[config.mk]
export PLATFORM = sky130hd
export DESIGN_NAME = alu_serial
export DESIGN_NICKNAME = d
export VERILOG_FILES = /design/src/rtl/cpu_pkg.sv /design/src/rtl/serial_add_sub.sv /design/src/rtl/alu_serial.sv
export SDC_FILE = /design/constraint.sdc
export NUM_CORES = 1
export LEC_CHECK = 0
export BUFFER_PORTS_ARGS = -buffer_cell sky130_fd_sc_hd__buf_2
export CAP_MARGIN = 20
export CORE_MARGIN = 2
export CORE_UTILIZATION = 50
export DETAILED_ROUTE_END_ITERATION = 8
export PLACE_DENSITY = 0.74
export SLEW_MARGIN = 20
export SYNTH_ARGS = -nofsm -noshare
export SYNTH_HDL_FRONTEND = slang
export SYNTH_HIERARCHICAL = 1
export SYNTH_SLANG_ARGS = --single-unit
export TNS_END_PERCENT = 30
[constraint.sdc]
create_clock -name clk -period 3.4 [get_ports clk]
set_input_delay 0.34 -clock clk [delete_from_list [all_inputs] [get_ports clk]]
set_output_delay 0.34 -clock clk [all_outputs]
set_load 0.1 [all_outputs]
[src/rtl/cpu_pkg.sv]
// Shared ALU opcodes, serial ALU state encoding and default datapath width.
// Definitions only; no latency and no backpressure.
package cpu_pkg;

    localparam int WIDTH_DEF = 8;

    localparam logic [2:0] ALU_ADD  = 3'b000;
    localparam logic [2:0] ALU_SUB  = 3'b001;
    localparam logic [2:0] ALU_AND  = 3'b010;
    localparam logic [2:0] ALU_OR   = 3'b011;
    localparam logic [2:0] ALU_XOR  = 3'b100;
    localparam logic [2:0] ALU_SLL  = 3'b101;
    localparam logic [2:0] ALU_SRL  = 3'b110;
    localparam logic [2:0] ALU_PASS = 3'b111;

    typedef enum logic [1:0] {
        ST_IDLE  = 2'd0,
        ST_SHIFT = 2'd1,
        ST_WRITE = 2'd2
    } alu_state_t;

    function automatic logic is_arith(input logic [2:0] op);
        return (op == ALU_ADD) || (op == ALU_SUB);
    endfunction

endpackage

[src/rtl/serial_add_sub.sv]
// One-bit serial adder/subtractor: the sum is combinational and the carry is registered.
// No backpressure; the carry advances only on cycles where en is high.
module serial_add_sub (
    input  logic clk,
    input  logic rst,
    input  logic init,
    input  logic en,
    input  logic sub,
    input  logic a,
    input  logic b,
    output logic sum,
    output logic cout
);

    logic c;
    logic bx;

    // Subtraction is a + ~b + 1: invert b and preload the carry with 1.
    assign bx   = b ^ sub;
    assign sum  = a ^ bx ^ c;
    assign cout = c;

    always_ff @(posedge clk) begin
        if (rst) begin
            c <= 1'b0;
        end else if (init) begin
            c <= sub;
        end else if (en) begin
            c <= (a & bx) | (a & c) | (bx & c);
        end
    end

endmodule

[src/rtl/alu_serial.sv]
// Bit-serial ALU and accumulator. One operation takes 10 cycles: start, WIDTH shift cycles, then one write cycle.
// No backpressure: a start that arrives while busy is dropped.
module alu_serial
    import cpu_pkg::*;
#(
    parameter int WIDTH = WIDTH_DEF
) (
    input  logic             clk,
    input  logic             rst,
    input  logic             start,
    input  logic [2:0]       alu_op,
    input  logic             imm_sel,
    input  logic [WIDTH-1:0] imm,
    input  logic             wr_en,
    input  logic             rs1_bit,
    input  logic             rs2_bit,
    output logic             reg_shift_en,
    output logic             reg_store_en,
    output logic [WIDTH-1:0] acc_out,
    output logic             busy,
    output logic             done,
    output logic             carry_flag,
    output logic             zero_flag
);

    localparam int CW = (WIDTH > 1) ? $clog2(WIDTH) : 1;
    localparam logic [CW-1:0] CNT_LAST = CW'(WIDTH - 1);

    alu_state_t       state;
    logic [CW-1:0]    cnt;
    logic [2:0]       op_q;
    logic             imm_sel_q;
    logic [WIDTH-1:0] imm_q;
    logic             wr_q;
    logic [WIDTH-1:0] acc;

    logic accept;
    logic b_bit;
    logic r_bit;
    logic add_sub;
    logic add_en;
    logic sum;
    logic cout;

    assign accept  = (state == ST_IDLE) && start;
    assign b_bit   = imm_sel_q ? imm_q[cnt] : rs2_bit;
    // The carry is preloaded on the accept edge, before op_q holds the new opcode.
    assign add_sub = accept ? (alu_op == ALU_SUB) : (op_q == ALU_SUB);
    assign add_en  = (state == ST_SHIFT) && is_arith(op_q);
    assign acc_out = acc;

    serial_add_sub u_add_sub (
        .clk  (clk),
        .rst  (rst),
        .init (accept),
        .en   (add_en),
        .sub  (add_sub),
        .a    (rs1_bit),
        .b    (b_bit),
        .sum  (sum),
        .cout (cout)
    );

    always_comb begin
        r_bit = rs1_bit;
        case (op_q)
            ALU_ADD, ALU_SUB: r_bit = sum;
            ALU_AND:          r_bit = rs1_bit & b_bit;
            ALU_OR:           r_bit = rs1_bit | b_bit;
            ALU_XOR:          r_bit = rs1_bit ^ b_bit;
            default:          r_bit = rs1_bit;
        endcase
    end

    always_ff @(posedge clk) begin
        if (rst) begin
            state        <= ST_IDLE;
            cnt          <= '0;
            op_q         <= ALU_ADD;
            imm_sel_q    <= 1'b0;
            imm_q        <= '0;
            wr_q         <= 1'b0;
            acc          <= '0;
            reg_shift_en <= 1'b0;
            reg_store_en <= 1'b0;
            busy         <= 1'b0;
            done         <= 1'b0;
            carry_flag   <= 1'b0;
            zero_flag    <= 1'b0;
        end else begin
            case (state)
                ST_IDLE: begin
                    if (start) begin
                        op_q         <= alu_op;
                        imm_sel_q    <= imm_sel;
                        imm_q        <= imm;
                        wr_q         <= wr_en;
                        cnt          <= '0;
                        reg_shift_en <= 1'b1;
                        busy         <= 1'b1;
                        state        <= ST_SHIFT;
                    end
                end
                ST_SHIFT: begin
                    acc <= {r_bit, acc[WIDTH-1:1]};
                    cnt <= cnt + 1'b1;
                    if (cnt == CNT_LAST) begin
                        reg_shift_en <= 1'b0;
                        reg_store_en <= wr_q;
                        done         <= 1'b1;
                        state        <= ST_WRITE;
                    end
                end
                ST_WRITE: begin
                    carry_flag   <= is_arith(op_q) ? cout : 1'b0;
                    zero_flag    <= (acc == '0);
                    reg_store_en <= 1'b0;
                    done         <= 1'b0;
                    busy         <= 1'b0;
                    state        <= ST_IDLE;
                end
                default: begin
                    state <= ST_IDLE;
                end
            endcase
        end
    end

endmodule

==> summary.md, run 1 <==
| Metric | Value |
|---|---|
| Status | `finished, final reports clean` |
| Fin. max-slew vios | `0` |
| Syn. warnings | `6` |
| Min-delay worst type | `in -> reg` |
| Longest Clk Path Bufs | `2` |
| CP Data Required Time | `approximately 3.6 ns` |
| Post-synth top area share | `0.435` |
| Post-DP HPWL | `~2200 um` |
| Synth area leaders | `dfxtp_1, nand2_1, a21oi_1, a21oi_2, nor2_1` |
| Most frequent cells in the layout | `nand2_1, dfxtp_1, buf_2, a21oi_1, nor2_1` |
| Path depth of the worst reg2reg path | `8` |
| Die area | `between 3000 and 4000 um2` |
| RSZ-0062 raised after global routing | `false` |
| GRT Total Usage | `0.200` |
| Initial core utilization | `0.511` |
| Min Tclk post-route | `2.43 ns` |
| DRT iter0 DRCs | `48` |
| Residual DRC | `0` |
| Reg-to-reg endpoint | `acc_out[7]$_SDFFE_PP0P_` |
| PortBufs | `31` |
| Worst-skew pair later-pin latency | `0.33 ns` |
| Average size of a mapped cell | `8.35 um2` |
| Antenna cells | `0` |
| Crit. End Element | `register` |
| Gpl congestion | `0.925` |
| Post-synthesis cell type count | `35` |
| Vias in the first global route | `approximately 1200` |
| Via count | `1278` |
| Die W | `59.1 um` |
| Fin nets | `234` |
| R2R setup slack | `between 0.9 and 1 ns` |
| PwrDens | `490 nW/um2` |
| CP Launch Type | `register` |
| Post-synthesis cell count | `182` |
| Post-Route WL | `slightly below 3000 um` |
| Post-synthesis sequential area ratio | `0.435` |
| Max_slew headroom | `0.500` |
| First-pass GRT wire length | `around 5300 um` |
| Antenna violations before repair | `0` |
| Grt ovf | `0` |
| Largest net degree at the start of global routing | `36` |
| Share of cells above drive strength 1 | `0.274` |
| Area Growth Syn to Fin | `14.3%` |
| Worst r2r src | `state[0]$_SDFFE_PP0P_` |
| Lkg Pwr | `0.729 nW` |
| Tcrit/Tclk final | `0.716` |
| Clk root buf | `clkbuf_4` |
| VDD IR max | `271 uV` |
| Worst Setup SP | `state[0]$_SDFFE_PP0P_` |
| Post-cts sizing count | `0` |
| Die Height | `59.1 um` |
| Worst-margin pin slew | `0.748 ns` |
| Post-DRT Antenna Nets | `0` |
| Worst Skew | `0.0113 ns` |
| Rows | `20` |
| Syn Nets | `205` |
| Highest net fanout along the worst path | `9` |
| Fmax | `411 MHz` |
| Number of max-cap violations | `0` |
| Routed len/inst | `12.0 um` |
| CP max-delay cell | `fa_1` |
| Core area | `around 3000 um2` |
| Commonest non-fill, non-tap cell in the layout | `nand2_1` |
| Post-CTS Setup Bufs | `0` |
| Setup crit end | `acc_out[7]$_SDFFE_PP0P_` |
| Max incr delay on CP | `0.51 ns` |
| Htree depth | `2` |
| CTS Buf Count | `5` |
| Synth Cell Area | `approximately 1500 um2` |
| Vias per cell | `5.22` |
| CTS tree | `done` |
| Critical path class | `reg -> reg` |
| # hold bufs at CTS | `0` |
| Pre-antenna DRT Iters | `4` |
| Setup TNS | `0 ns` |
| Final setup fails | `0` |
| Clock Sinks | `33` |
| Area leader, netlist | `dfxtp_1` |
| IO Pins | `32` |
| Synth Register Bits | `33` |
| Final hold violation count | `0` |
| Clock transition at the registers of the reported paths | `0.11 ns` |
| Crit-path cells | `or3b_1 > o41ai_1 > xnor2_1 > fa_1 > inv_1 > nand2_1 > o21ai_0 > a31o_2` |
| Crit path arrival time | `roughly 2.7 ns` |
| WHS | `0.235 ns` |
## worst min-delay path by stage
stage	from	endpoint	depth (start not counted)
6_report	imm[2]	imm_q[2]$_SDFFE_PP0P_	3
5_1_grt	imm[2]	imm_q[2]$_SDFFE_PP0P_	3
4_1_cts	imm[3]	imm_q[3]$_SDFFE_PP0P_	3
3_5_place_dp	carry_flag$_SDFFE_PP0P_	carry_flag$_SDFFE_PP0P_	2
3_3_place_gp	carry_flag$_SDFFE_PP0P_	carry_flag$_SDFFE_PP0P_	2
2_1_floorplan	imm_q[7]$_SDFFE_PP0P_	imm_q[7]$_SDFFE_PP0P_	2
## cell type report
cell class	count	area [um2]
clock inverter	1	30.0
inverter	9	38.8
sequential	33	661
timing repair buffer	32	163
tap	33	41.3
fill	295	1240
clock buffer	7	55.1
multi-input combinational	130	749
## critical path: cells and delay by family (launching register included)
kind	cells	cell delay, ns
buf+inv	1	0.04
xor+xnor	1	0.18
simple gates	2	0.46
fa+ha+maj	1	0.51
flops	1	0.40
compound gates	3	0.74
## registers in the layout, summed over array words and instances, names as in the netlist
signal and cells:
acc_out 8, imm_q 8, cnt 3, op_q 3, state 2, busy 1, carry_flag 1, done 1
imm_sel_q 1, reg_shift_en 1, reg_store_en 1, u_add_sub/cout 1, wr_q 1, zero_flag 1
## metrics by stage
stage	std cells	setup WS, ns	power [W]	utilization	instance area [um2]
floorplan	182	1.07	0.000530	-	1520
finish	245	0.966	0.000851	0.584	1740
detailed placement	237	0.973	0.000555	0.555	1650
global placement	237	1.04	0.000550	0.555	1650
global route	245	0.828	0.000893	0.584	1740
CTS	245	0.961	0.000860	0.584	1740
## Yosys cell counts
cell and number:
nor3_1 2, nand2_2 7, clkbuf_1 5, clkinv_4 1
mux2i_1 1, a31o_2 1, nor4_1 2, nand3_1 6
buf_6 2, nand3b_1 1, a21oi_1 22, dfxtp_1 33
buf_12 1, nor2b_1 1, o21ai_0 2, and2_1 1
ha_1 4, nand2_1 44, o22a_1 1, nor2_1 15
or3b_1 1, mux4_2 2, o41ai_1 1, o41ai_2 1
fa_1 1, o21a_1 1, a32oi_1 1, o211ai_1 1
inv_1 8, xnor2_1 1, a21o_1 1, nor3b_1 1
buf_2 2, a21oi_2 7, nand2b_1 1
## kinds of logic (layout without fill, tap and decap cells)
family	count (synthesis)	in the layout	synth area share
DFF	33	33	0.435
adders and majority gates	5	5	0.0461
muxes	3	3	0.0362
xor gates and xnor gates	1	1	0.00576
and+or+nand+nor	82	82	0.237
AOI/OAI and AO/OA	39	39	0.168
buffers and inverters	19	49	0.0724
## per-layer routing
metal	part of all wire	global-route usage	up-vias
met5	0	0	-
met4	0.013	0.0747	0
met3	0.039	0.0590	5
met2	0.49	0.324	22
met1	0.46	0.250	585
li1	-	-	666
## where the power goes
part | internal, W | switching [W] | total [W]
Combinational | 0.0000426 | 0.0000848 | 0.000127
Sequential | 0.000403 | 0.0000150 | 0.000418
Clock | 0.000176 | 0.000130 | 0.000306
Total | 0.000621 | 0.000230 | 0.000851
Power figures use the tool's default switching activity.
==> inputs of run 2 (changes only) <==
==> constraint.sdc (replaced) <==
create_clock -name clk -period 2.24 [get_ports clk]
set_input_delay 0.224 -clock clk [delete_from_list [all_inputs] [get_ports clk]]
set_output_delay 0.224 -clock clk [all_outputs]
set_load 0.1 [all_outputs]
==> run 2 against run 1 <==
Effect of this change: the flow now finishes with violations (negative setup slack); power increased by 45%; clock power increased by 25%; via count increased by 7.3%; sequential cell count is the same; global-route usage rose by 0.53 points; clock-buffer cell count did not move; design area up 4.8%; clock skew is 0.0035 ns lower; critical endpoint unchanged; largest power group unchanged.
==> summary.md, run 2 (synthesized netlist as in run 1, its figures left out) <==
| Metric | Value |
|---|---|
| Reg-to-reg endpoint | `acc_out[7]$_SDFFE_PP0P_` |
| Core area | `2980 um2 (unchanged)` |
| Path depth of the worst reg2reg path | `11 (+3)` |
| Lkg Pwr | `0.785 nW (+7.7%)` |
| Via count | `1371 (+7.3%)` |
| VDD IR max | `448 uV (+66%)` |
| DRT iter0 DRCs | `49 (+2.1%)` |
| Min-delay worst type | `in -> reg` |
| Antenna cells | `0 (unchanged)` |
| PortBufs | `31 (unchanged)` |
| Core Util, Final | `0.612 (+0.0282)` |
| Post-Route WL | `3250 um (+10%)` |
| Initial core utilization | `0.511 (unchanged)` |
| Critical path class | `reg -> reg` |
| Fin. max-slew vios | `0 (unchanged)` |
| CP Data Required Time | `2.47 ns (-1.16 ns)` |
| Residual DRC | `0 (unchanged)` |
| Highest net fanout along the worst path | `3 (-6)` |
| Commonest non-fill, non-tap cell in the layout | `nand2_1` |
| Number of max-cap violations | `0 (unchanged)` |
| Vias in the first global route | `1283 (+6.4%)` |
| Final setup margin | `-0.0520 ns (-1.02 ns)` |
| Worst Skew | `0.00787 ns (-0.00346 ns)` |
| Antenna violations before repair | `0 (unchanged)` |
| Worst-margin pin slew | `0.510 ns (-0.238 ns)` |
| Tot Pwr | `0.00124 W (+45%)` |
| Die W | `59.1 um (unchanged)` |
| Pre-antenna DRT Iters | `4 (unchanged)` |
| Post-DRT Antenna Nets | `0 (unchanged)` |
| Post-DP HPWL | `2400 um (+11%)` |
| Crit path arrival time | `2.53 ns (-0.13 ns)` |
| Tcrit/Tclk final | `1.02 (+0.307)` |
| CTS tree | `done` |
| Longest Clk Path Bufs | `2 (unchanged)` |
| Min Tclk post-route | `2.29 ns (-0.141 ns)` |
| Fmax | `436 MHz (+6.2%)` |
| GRT Total Usage | `0.205 (+0.00530)` |
| Final hold violation count | `0 (unchanged)` |
| CP Launch Type | `register` |
| Final setup fails | `1 (+1)` |
| WHS | `0.115 ns (-0.120 ns)` |
| Die area | `3500 um2 (unchanged)` |
| Clock transition at the registers of the reported paths | `0.10 ns (about the same)` |
| Crit. End Element | `register` |
| Rows | `20 (unchanged)` |
| Clock Sinks | `33 (unchanged)` |
| First-pass GRT wire length | `5330 um (+1.3%)` |
| Status | `finished with violations` |
| Largest net degree at the start of global routing | `22 (-39%)` |
| Most frequent cells in the layout | `nand2_1, dfxtp_1, buf_2, a21oi_1, nor2_1` |
| Fin nets | `244 (+4.3%)` |
| RSZ-0062 raised after global routing | `true` |
| Failing checks | `negative setup slack` |
| CTS Buf Count | `5 (unchanged)` |
| Gpl congestion | `0.904 (-2.4%)` |
| Dpl cell area | `1720 um2 (+4.0%)` |
| Area Growth Syn to Fin | `19.8%` |
| R2R setup slack | `-0.05 ns (-1.02 ns)` |
| PwrDens | `680 nW/um2 (+39%)` |
| Vias per cell | `5.38 (+3.1%)` |
| Die Height | `59.1 um (unchanged)` |
| Htree depth | `2 (unchanged)` |
| Worst Hold End | `imm_q[6]$_SDFFE_PP0P_` |
| Worst hold start | `imm[6]` |
| Clk root buf | `clkbuf_4` |
| Worst r2r src | `cnt[0]$_SDFFE_PP0P_` |
| Worst-skew pair later-pin latency | `0.34 ns (about the same)` |
| Routed len/inst | `12.7 um (+5.9%)` |
| IO Pins | `32 (unchanged)` |
| Final instance area | `1820 um2 (+4.8%)` |
| Worst Hold Depth | `3 (unchanged)` |
| Share of cells above drive strength 1 | `0.333 (+0.0597)` |
| Max_slew headroom | `0.660 (+0.160)` |
| Grt ovf | `0 (unchanged)` |
-- run 2: cell count changes in the layout (fill, tap and decap cells not counted), sizes merged --
cell	change
buf	+10
clkinv	+1
bufinv	-1
-- run 2: timing repair --
action | in CTS | in global routing
pin swaps | 3 | 3
gates cloned | 0 | 0
hold buffers | 0 | 0
endpoints found under the setup margin | 1 | 2
resized for setup | 4 | 0
setup buffers | 3 | 0
-- run 2: critical path, cell delays in order, from the launching register on --
cell	delay (ns)
dfxtp_4	0.38
mux4_2	0.49
mux2i_1	0.14
a21o_1	0.16
inv_2	0.06
buf_4	0.12
buf_4	0.12
ha_1	0.18
o22a_1	0.21
nor2_1	0.09
o21ai_1	0.07
a31o_2	0.19
-- run 2: routing by layer --
metal	GRT usage	up-vias	part of all wire
li1	-	687	-
met1	0.218	636	0.41
met2	0.362	44	0.53
met3	0.0764	4	0.052
met4	0.0844	0	0.012
met5	0	-	0
-- run 2: where the power goes --
part,leakage (nW),internal (W),switching [W],total [W]
Sequential,0.270,0.000611,0.0000191,0.000630
Combinational,0.474,0.0000843,0.000141,0.000225
Clock,0.0413,0.000182,0.000201,0.000382
-- run 2: worst max path at each step --
stage	slack, ns	start	endpoint	cells after the start
detailed placement	-0.11	cnt[0]$_SDFFE_PP0P_	acc_out[7]$_SDFFE_PP0P_	10
global placement	-0.03	cnt[0]$_SDFFE_PP0P_	acc_out[7]$_SDFFE_PP0P_	10
floorplan	-0.01	state[0]$_SDFFE_PP0P_	acc_out[7]$_SDFFE_PP0P_	12
global route	-0.19	cnt[0]$_SDFFE_PP0P_	acc_out[7]$_SDFFE_PP0P_	10
finish	-0.05	cnt[0]$_SDFFE_PP0P_	acc_out[7]$_SDFFE_PP0P_	11
CTS	-0.07	cnt[0]$_SDFFE_PP0P_	acc_out[7]$_SDFFE_PP0P_	10
-- run 2: metrics by stage --
stage,setup WS [ns],setup TNS (ns),std cells
floorplan,-0.0135,-0.0135,182
global placement,-0.0279,-0.0279,244
detailed placement,-0.108,-0.108,244
CTS,-0.0706,-0.0706,255
global route,-0.187,-0.271,255
finish,-0.0520,-0.0520,255
-- run 2: layout make-up --
cell class / count / area, um2
Clock buffer: 7 / 65.1
Clock inverter: 1 / 5.00
Fill cell: 266 / 1160
Inverter: 9 / 38.8
Multi-Input combinational cell: 130 / 769
Sequential cell: 33 / 664
Tap cell: 33 / 41.3
Timing Repair Buffer: 42 / 238
